$ cat config.mk
export PLATFORM = sky130hd
export DESIGN_NAME = norm_shift_pipe_flat
export DESIGN_NICKNAME = d
export VERILOG_FILES = /design/src/rtl/norm_shift_pipe_pkg.sv /design/src/rtl/norm_shift_pipe_if.sv /design/src/rtl/norm_shift_pipe_lzd_tree.sv /design/src/rtl/norm_shift_pipe.sv /design/src/flat_wrapper.sv
export SDC_FILE = /design/constraint.sdc
export NUM_CORES = 1
export LEC_CHECK = 0
export ABC_AREA = 1
export CORE_UTILIZATION = 59
export DETAILED_ROUTE_END_ITERATION = 6
export PLACE_DENSITY = 0.89
export SLEW_MARGIN = 25
export SYNTH_ARGS = -nofsm -noshare
export SYNTH_HDL_FRONTEND = slang
export SYNTH_HIERARCHICAL = 1
export SYNTH_SLANG_ARGS = --single-unit
$ cat constraint.sdc
create_clock -name clk -period 5.4 [get_ports clk]
set_input_delay 1.08 -clock clk [delete_from_list [all_inputs] [get_ports clk]]
set_output_delay 1.08 -clock clk [all_outputs]
set_load 0.02 [all_outputs]
$ cat src/rtl/norm_shift_pipe_pkg.sv
// rtl/norm_shift_pipe_pkg.sv - shared widths, count-width helper and result struct for the normalizer
package norm_shift_pipe_pkg;

    localparam int DEF_W  = 32;
    localparam int DEF_EW = 8;

    function automatic int lzc_width(input int w);
        return (w <= 2) ? 1 : $clog2(w);
    endfunction

    localparam int DEF_LW = lzc_width(DEF_W);

    typedef struct packed {
        logic [DEF_W-1:0]  data;
        logic [DEF_EW-1:0] exp;
        logic [DEF_LW-1:0] lzc;
        logic              zero;
        logic              uflow;
    } norm_res_t;

endpackage

$ cat src/rtl/norm_shift_pipe_if.sv
// rtl/norm_shift_pipe_if.sv - input/output valid-ready bundle of the normalizer
interface norm_shift_pipe_if #(
    parameter int W  = 32,
    parameter int EW = 8,
    parameter int LW = $clog2(W)
) ();
    logic          in_valid;
    logic          in_ready;
    logic [W-1:0]  in_data;
    logic [EW-1:0] in_exp;
    logic          out_valid;
    logic          out_ready;
    logic [W-1:0]  out_data;
    logic [EW-1:0] out_exp;
    logic [LW-1:0] out_lzc;
    logic          out_zero;
    logic          out_uflow;

    modport slave (
        input  in_valid, in_data, in_exp, out_ready,
        output in_ready, out_valid, out_data, out_exp, out_lzc, out_zero, out_uflow
    );

    modport master (
        output in_valid, in_data, in_exp, out_ready,
        input  in_ready, out_valid, out_data, out_exp, out_lzc, out_zero, out_uflow
    );
endinterface

$ cat src/rtl/norm_shift_pipe_lzd_tree.sv
// rtl/norm_shift_pipe_lzd_tree.sv - recursive leading-zero detector (module lzd_tree)
module lzd_tree #(
    parameter int W  = 32,
    parameter int LW = $clog2(W)
) (
    input  logic [W-1:0]  d,
    output logic [LW-1:0] cnt,
    output logic          zero
);
    generate
        if (W == 2) begin : g_leaf
            assign cnt  = ~d[1];
            assign zero = ~(d[1] | d[0]);
        end else begin : g_node
            logic [LW-2:0] cnt_hi, cnt_lo;
            logic          zero_hi, zero_lo;

            lzd_tree #(.W(W/2)) u_hi (.d(d[W-1:W/2]), .cnt(cnt_hi), .zero(zero_hi));
            lzd_tree #(.W(W/2)) u_lo (.d(d[W/2-1:0]), .cnt(cnt_lo), .zero(zero_lo));

            // An empty upper half contributes W/2 zeros; the count is don't-care when both are empty
            assign zero = zero_hi & zero_lo;
            assign cnt  = zero_hi ? {1'b1, cnt_lo} : {1'b0, cnt_hi};
        end
    endgenerate
endmodule

$ cat src/rtl/norm_shift_pipe.sv
// rtl/norm_shift_pipe.sv - two-stage normalizer: LZD capture, then shift and exponent adjust
// Optional gradual underflow when NORM_DENORM_EN is defined.
module norm_shift_pipe
    import norm_shift_pipe_pkg::*;
#(
    parameter int W  = DEF_W,
    parameter int EW = DEF_EW
) (
    input  logic             clk,
    input  logic             rst_n,
    norm_shift_pipe_if.slave bus
);
    localparam int LW = lzc_width(W);

    logic          s1_valid, s2_valid;
    logic          s1_adv, s2_adv;
    logic [W-1:0]  s1_data;
    logic [EW-1:0] s1_exp;
    logic [LW-1:0] s1_lzc;
    logic          s1_zero;

    logic [LW-1:0] lzd_cnt;
    logic          lzd_zero;

    logic [W-1:0]  r_data;
    logic [EW-1:0] r_exp;
    logic [LW-1:0] r_lzc;
    logic          r_zero, r_uflow;

    logic [LW-1:0] shamt;
    logic [EW:0]   diff;
    logic          uflow;
    logic [EW-1:0] adj_exp;

    assign s2_adv       = !s2_valid || bus.out_ready;
    assign s1_adv       = !s1_valid || s2_adv;
    assign bus.in_ready = s1_adv;

    lzd_tree #(.W(W)) u_lzd (.d(bus.in_data), .cnt(lzd_cnt), .zero(lzd_zero));

    always_ff @(posedge clk or negedge rst_n) begin
        if (!rst_n) begin
            s1_valid <= 1'b0;
            s1_data  <= '0;
            s1_exp   <= '0;
            s1_lzc   <= '0;
            s1_zero  <= 1'b0;
        end else if (s1_adv) begin
            s1_valid <= bus.in_valid;
            if (bus.in_valid) begin
                s1_data <= bus.in_data;
                s1_exp  <= bus.in_exp;
                s1_lzc  <= lzd_zero ? '0 : lzd_cnt;
                s1_zero <= lzd_zero;
            end
        end
    end

    // The borrow out of the EW+1 bit subtraction flags an exponent that would go negative
    always_comb begin
        shamt   = s1_lzc;
        diff    = '0;
        uflow   = 1'b0;
        adj_exp = '0;
`ifdef NORM_DENORM_EN
        uflow   = (EW+1)'(s1_lzc) > {1'b0, s1_exp};
        shamt   = uflow ? LW'(s1_exp) : s1_lzc;
        diff    = {1'b0, s1_exp} - (EW+1)'(shamt);
        adj_exp = diff[EW-1:0];
`else
        diff    = {1'b0, s1_exp} - (EW+1)'(shamt);
        uflow   = diff[EW];
        adj_exp = uflow ? '0 : diff[EW-1:0];
`endif
        if (s1_zero) begin
            adj_exp = '0;
            uflow   = 1'b0;
        end
    end

    always_ff @(posedge clk or negedge rst_n) begin
        if (!rst_n) begin
            s2_valid <= 1'b0;
            r_data   <= '0;
            r_exp    <= '0;
            r_lzc    <= '0;
            r_zero   <= 1'b0;
            r_uflow  <= 1'b0;
        end else if (s2_adv) begin
            s2_valid <= s1_valid;
            if (s1_valid) begin
                r_data  <= s1_data << shamt;
                r_exp   <= adj_exp;
                r_lzc   <= shamt;
                r_zero  <= s1_zero;
                r_uflow <= uflow;
            end
        end
    end

    assign bus.out_valid = s2_valid;
    assign bus.out_data  = r_data;
    assign bus.out_exp   = r_exp;
    assign bus.out_lzc   = r_lzc;
    assign bus.out_zero  = r_zero;
    assign bus.out_uflow = r_uflow;
endmodule

$ cat src/flat_wrapper.sv
// flat-port wrapper written by rule: the top's interface ports become plain ports
module norm_shift_pipe_flat import norm_shift_pipe_pkg::*;
#(
    parameter int W  = DEF_W,
    parameter int EW = DEF_EW
)
  (clk, rst_n, bus_in_valid, bus_in_data, bus_in_exp, bus_out_ready, bus_in_ready, bus_out_valid, bus_out_data, bus_out_exp, bus_out_lzc, bus_out_zero, bus_out_uflow);
  norm_shift_pipe_if #(.W(W), .EW(EW), .LW((5))) bus_i ();
  input  logic clk;
  input  logic rst_n;
  input wire logic [$bits(bus_i.in_valid)-1:0] bus_in_valid;
  input wire logic [$bits(bus_i.in_data)-1:0] bus_in_data;
  input wire logic [$bits(bus_i.in_exp)-1:0] bus_in_exp;
  input wire logic [$bits(bus_i.out_ready)-1:0] bus_out_ready;
  output wire logic [$bits(bus_i.in_ready)-1:0] bus_in_ready;
  output wire logic [$bits(bus_i.out_valid)-1:0] bus_out_valid;
  output wire logic [$bits(bus_i.out_data)-1:0] bus_out_data;
  output wire logic [$bits(bus_i.out_exp)-1:0] bus_out_exp;
  output wire logic [$bits(bus_i.out_lzc)-1:0] bus_out_lzc;
  output wire logic [$bits(bus_i.out_zero)-1:0] bus_out_zero;
  output wire logic [$bits(bus_i.out_uflow)-1:0] bus_out_uflow;
  assign bus_i.in_valid = bus_in_valid;
  assign bus_i.in_data = bus_in_data;
  assign bus_i.in_exp = bus_in_exp;
  assign bus_i.out_ready = bus_out_ready;
  assign bus_in_ready = bus_i.in_ready;
  assign bus_out_valid = bus_i.out_valid;
  assign bus_out_data = bus_i.out_data;
  assign bus_out_exp = bus_i.out_exp;
  assign bus_out_lzc = bus_i.out_lzc;
  assign bus_out_zero = bus_i.out_zero;
  assign bus_out_uflow = bus_i.out_uflow;
  norm_shift_pipe #(.W(W), .EW(EW)) u_core (.clk(clk), .rst_n(rst_n), .bus(bus_i));
endmodule
; Yosys cells after proc, flatten, opt, wreduce, memory -nomap -nowiden
; Cells that the tools add are included.
[totals]
out_inout_bits = 49
in_bits = 44
ram_bits = 0
mem_count = 0
latch_bits = 0
romBits = 0
word_cells = 101
register_bits = 95
[classes]
n_div = 0
n_bitwise = 63
shift = 1
multipliers = 0
n_mux = 19
n_lt_le_gt_ge = 0
addsub = 1
n_reduce_logical = 6
eq_ne = 0
[ops]
columns = op, count
row1 = $not A1 Y1, 32
row2 = $shl A32 B5 Y32, 1
row3 = $mux W2, 8
row4 = $mux W8, 2
row5 = $or A1 B1 Y1, 16
row6 = $and A1 B1 Y1, 15
row7 = $mux W3, 4
row8 = $mux W5, 2
row9 = $sub A8 B5 Y9, 1
row10 = $mux W4, 2
row11 = $reduce_and A2 Y1, 2
row12 = $logic_not A1 Y1, 2
row13 = $logic_or A1 B1 Y1, 2
row14 = $mux W1, 1

; Longest topological paths before layout
[depth]
ltp_word = 7
mapped_depth = 14
ltp_nobuf = 13

; Modules after synthesis
; The synthesis kept the hierarchy.
[modules_own_cells]
columns = mod, instances, area_each_um2, seq_area_each_um2, cells_each
row1 = norm_shift_pipe, 1, 5218.8, 2377.3, 726
row2 = lzd_tree at u_core.u_lzd.g_node.u_hi.g_node.u_hi.g_node.u_hi ..., 8, 30.0, 0.0, 7
row3 = lzd_tree at u_core.u_lzd.g_node.u_hi.g_node.u_hi ..., 4, 41.3, 0.0, 10
row4 = lzd_tree at u_core.u_lzd.g_node.u_hi.g_node.u_hi.g_node.u_hi.g_node.u_hi ..., 16, 7.5, 0.0, 2
row5 = lzd_tree at u_core.u_lzd.g_node.u_hi ..., 2, 52.6, 0.0, 13
row6 = lzd_tree at u_core.u_lzd, 1, 63.8, 0.0, 16

; Least setup slack after synthesis
; OpenSTA, ideal clock, no wires.
[synth_path]
path_type = input to output
start = input bus_out_ready
end = output bus_in_ready
t_required_ps = 4320
n_path_buf = 0
cell_stages = 2
arrival_time_ps = 1351
slack_ps = 2969
path_cell_list = inv_1 nand3_1
[synth_between]
elab_chain_cells = 2
[synth_rtl]
columns = element, line
row1 = from (decl), flat_wrapper.sv:14  ; input wire logic [$bits(bus_i.out_ready)-1:0] bus_out_ready;
row2 = $logic_or A1 B1 Y1, norm_shift_pipe.sv:35  ; assign s2_adv = !s2_valid || bus.out_ready;
row3 = $logic_or A1 B1 Y1, norm_shift_pipe.sv:36  ; assign s1_adv = !s1_valid || s2_adv;
row4 = to (decl), flat_wrapper.sv:15  ; output wire logic [$bits(bus_i.in_ready)-1:0] bus_in_ready;
; Every way passes these cells.

; Final worst setup path
; Ends and elaborated chain as after synthesis.

==> reports/results.txt <==
Run status: finished, final reports clean
Clk pwr share: 17.7%
Worst Setup SP: bus_out_ready
Crit path largest cell delay: 0.62 ns
Tmin final: 3.42 ns
Total GRT Usage: 30.1%
Clk Latency, worst-skew pair: 0.36 ns
Placed cells: 1065
CP Depth: 4
N_diodes: 0
Final HPWL DP: 10800 microns
Die ar.: 10400 sq um
Cell internal pwr: 1.50 mW
Number of flops mapped to enable cells by yosys: 0
Post-synth cell types: 24
Reg2reg setup slack: 2.63 ns
Row count: 36
Syn_area_per_cell: 6.60 sq um
Crit-path max FO: 3
Fmax: 293 MHz
Routed Wire Length: 14800 microns
Max Cap Viol: 0
Hold Slack: 0.492 ns
Setup crit end kind: output pin
Startpoint types: primary input
Area delta synth->final: 16.7%
Routed WL per cell: 13.7 microns
Final Max Tran Viols: 0
Core Box Area: 9730 sq um
Switching power: 1.05 mW
Slew HR: 32.4%
CP most frequent cell: clkdlybuf4s50_1
First-pass GRT wire length: 24600 microns
Final Skew: 0.0109 ns
Hold_buf cts: 0
Worst-margin pin slew: 1.01 ns
Maximum vdd drop: 0.187 mV
Top_reg_cell synth: dfrtp_1
Worst path slowest cell: clkdlybuf4s50_1
Layout Cells excl Fill: 1081
TritonCTS clock tree: yes
Fill count: 845
WP data required: 4.32 ns
Critical Path End: bus_in_ready
Remaining Overflow, GRT: 0
Fin. Hold Viols: 0
Flop pwr share: 40.0%
Die height: 102 microns
Number of vias per cell: 5.61
Reg-to-Reg End: u_core/bus.out_exp[2]$_DFFE_PN0P_
Starting density of the core: 60.8%
Synthesized area: 5910 sq um
Total negative slack: 0 ns
Top post-synthesis cells by area: dfrtp_1 40%, nand2_1 23%, nand3_1 19%
Synth area leader: dfrtp_1
DIE WIDTH: 102 microns
Vias in the first global route: 5179
Yosys warnings: 6
FF+latch count, synth: 95
Unrepaired setup endpoints after global routing: no
Commonest non-fill, non-tap cell in the layout: nand2_1
Delay-heaviest family, CP: buffers and inverters
CTS-repair resized insts: 0
Leak Pwr: 3.58 nW
Worst EP arrival: 2.34 ns
Initial DRC Count: 747
Post-CTS Setup Bufs: 0
RD Place Congestion: 0.940
HP Class: register to register
Count of buffer and inverter cells on the critical path: 3
R2R depth: 8
PwrDens: 370 nW/um^2
Post-synth net total: 947
H-tree Lvls: 3
CTS clock-pin slew for the worst setup and hold paths: 0.10 ns
Vias: 6060
Fin crit share: 63.3%
Clock tree buffer depth: 2
DRT antenna net count: 0
Worst reg2reg path startpoint: u_core/s1_lzc[3]$_DFFE_PN0P_
I/O Pins: 93
Synth top area share: 40.2%
Cell Chain, Critical Path: clkdlybuf4s50_1 > inv_1 > nand3_1 > clkdlybuf4s50_1
Final setup violation count: 0
Initial antenna violation count: 0
Comb pwr share: 42.4%
Share of layout cells above drive strength 1: 4.43%
Number of CTS-inserted buffers: 9
Most frequent cells in the layout: 368 x nand2_1, 222 x nand3_1, 93 x dfrtp_1
Port Buffer Count: 92
Mapped Cells: 896
First-pass DRT Iterations: 6
Clk sinks: 95
Largest net degree at the start of global routing: 56
Worst setup path category: primary input to output pin
Fin nets: 994
Post-synth ARST share: 100%
Seq/Total Area, Yosys: 40.2%
Drc violations: 0
Switching Share: 41.1%
CTS root buf: clkbuf_8
==> area by class of cell <==
cell class | instances | area [sq um] | share of cell area (%)
repair buffers | 97 | 956 | 13.9
clock inverters | 7 | 62.6 | 0.907
multi-input cells | 673 | 2960 | 42.9
clock buffers | 9 | 124 | 1.80
well taps | 133 | 166 | 2.41
flip-flops and latches | 95 | 2380 | 34.5
inverters | 67 | 251 | 3.64
==> sequential cells by signal, summed over array words and instances, names as in the netlist <==
name                  cells
u_core/bus.out_data      32
u_core/s1_data           32
u_core/bus.out_exp        8
u_core/s1_exp             8
u_core/bus.out_lzc        5
u_core/s1_lzc             5
u_core/bus.out_uflow      1
u_core/bus.out_valid      1
u_core/bus.out_zero       1
u_core/s1_valid           1
u_core/s1_zero            1
==> worst min-delay path by stage <==
stage | cells past startpoint | endpoint | startpoint | slack [ns]
4_1_cts | 2 | u_core/bus.out_data[9]$_DFFE_PN0P_ | u_core/bus.out_data[9]$_DFFE_PN0P_ | 0.50
3_5_place_dp | 2 | u_core/bus.out_data[9]$_DFFE_PN0P_ | u_core/bus.out_data[9]$_DFFE_PN0P_ | 0.47
5_1_grt | 2 | u_core/bus.out_data[5]$_DFFE_PN0P_ | u_core/bus.out_data[5]$_DFFE_PN0P_ | 0.52
3_3_place_gp | 2 | u_core/bus.out_data[2]$_DFFE_PN0P_ | u_core/bus.out_data[2]$_DFFE_PN0P_ | 0.46
2_1_floorplan | 2 | u_core/s1_data[31]$_DFFE_PN0P_ | u_core/s1_data[31]$_DFFE_PN0P_ | 0.45
6_report | 2 | u_core/bus.out_data[7]$_DFFE_PN0P_ | u_core/bus.out_data[7]$_DFFE_PN0P_ | 0.49
==> logic make-up after synthesis <==
logic type	after synthesis	share of synthesized area (%)
DFF	95	40.2
buffers and inverters	128	9.73
xor gates and xnor gates	1	0.148
and+or+nand+nor	635	45.6
AOI/OAI and AO/OA	30	2.75
adders and majority gates	7	1.61
==> layer usage <==
| metal | track usage (%) | vias up | routed length, microns |
|---|---|---|---|
| met4 | 10.3 | 0 | 341 |
| met3 | 3.90 | 35 | 1310 |
| met5 | 0 | - | 0 |
| met2 | 46.0 | 306 | 6640 |
| met1 | 44.3 | 2745 | 6530 |
| li1 | - | 2974 | - |
==> worst reg2reg max path: cells and delay by family, from the launching register on <==
kind / cells / cell delay [ns]
and+or+nand+nor: 4 / 0.33
buffers and inverters: 1 / 0.54
AOI/OAI and AO/OA: 2 / 0.43
adders and majority gates: 1 / 0.50
DFF: 1 / 0.93
==> through the flow <==
step | total power [mW] | setup WS [ns] | cell area [sq um] | util, %
finish | 2.55 | 1.98 | 6900 | 70.9
global route | 2.72 | 1.94 | 6900 | 70.9
CTS | 2.55 | 1.98 | 6900 | 70.9
detailed placement | 2.10 | 1.77 | 6710 | 69.0
global placement | 2.07 | 1.89 | 6710 | 69.0
floorplan | 1.65 | 2.97 | 5910 | -
==> power groups by stage <==
stage          combinational (mW)  clock, mW  sequential, mW
2_1_floorplan               0.504          0            1.15
3_3_place_gp                 1.05          0            1.02
3_5_place_dp                 1.07          0            1.03
4_1_cts                      1.08      0.457            1.02
5_1_grt                      1.19      0.485            1.04
6_report                     1.08      0.451            1.02
==> synthesized netlist by cell type, drive strengths merged (4+ instances only) <==
master,number
nand2,371
inv,67
ha,6
clkbuf,16
nand3,222
dfrtp,95
nand4,7
buf,45
a21oi,4
o21ai,23
nor2,31
Power figures use the tool's default switching activity.
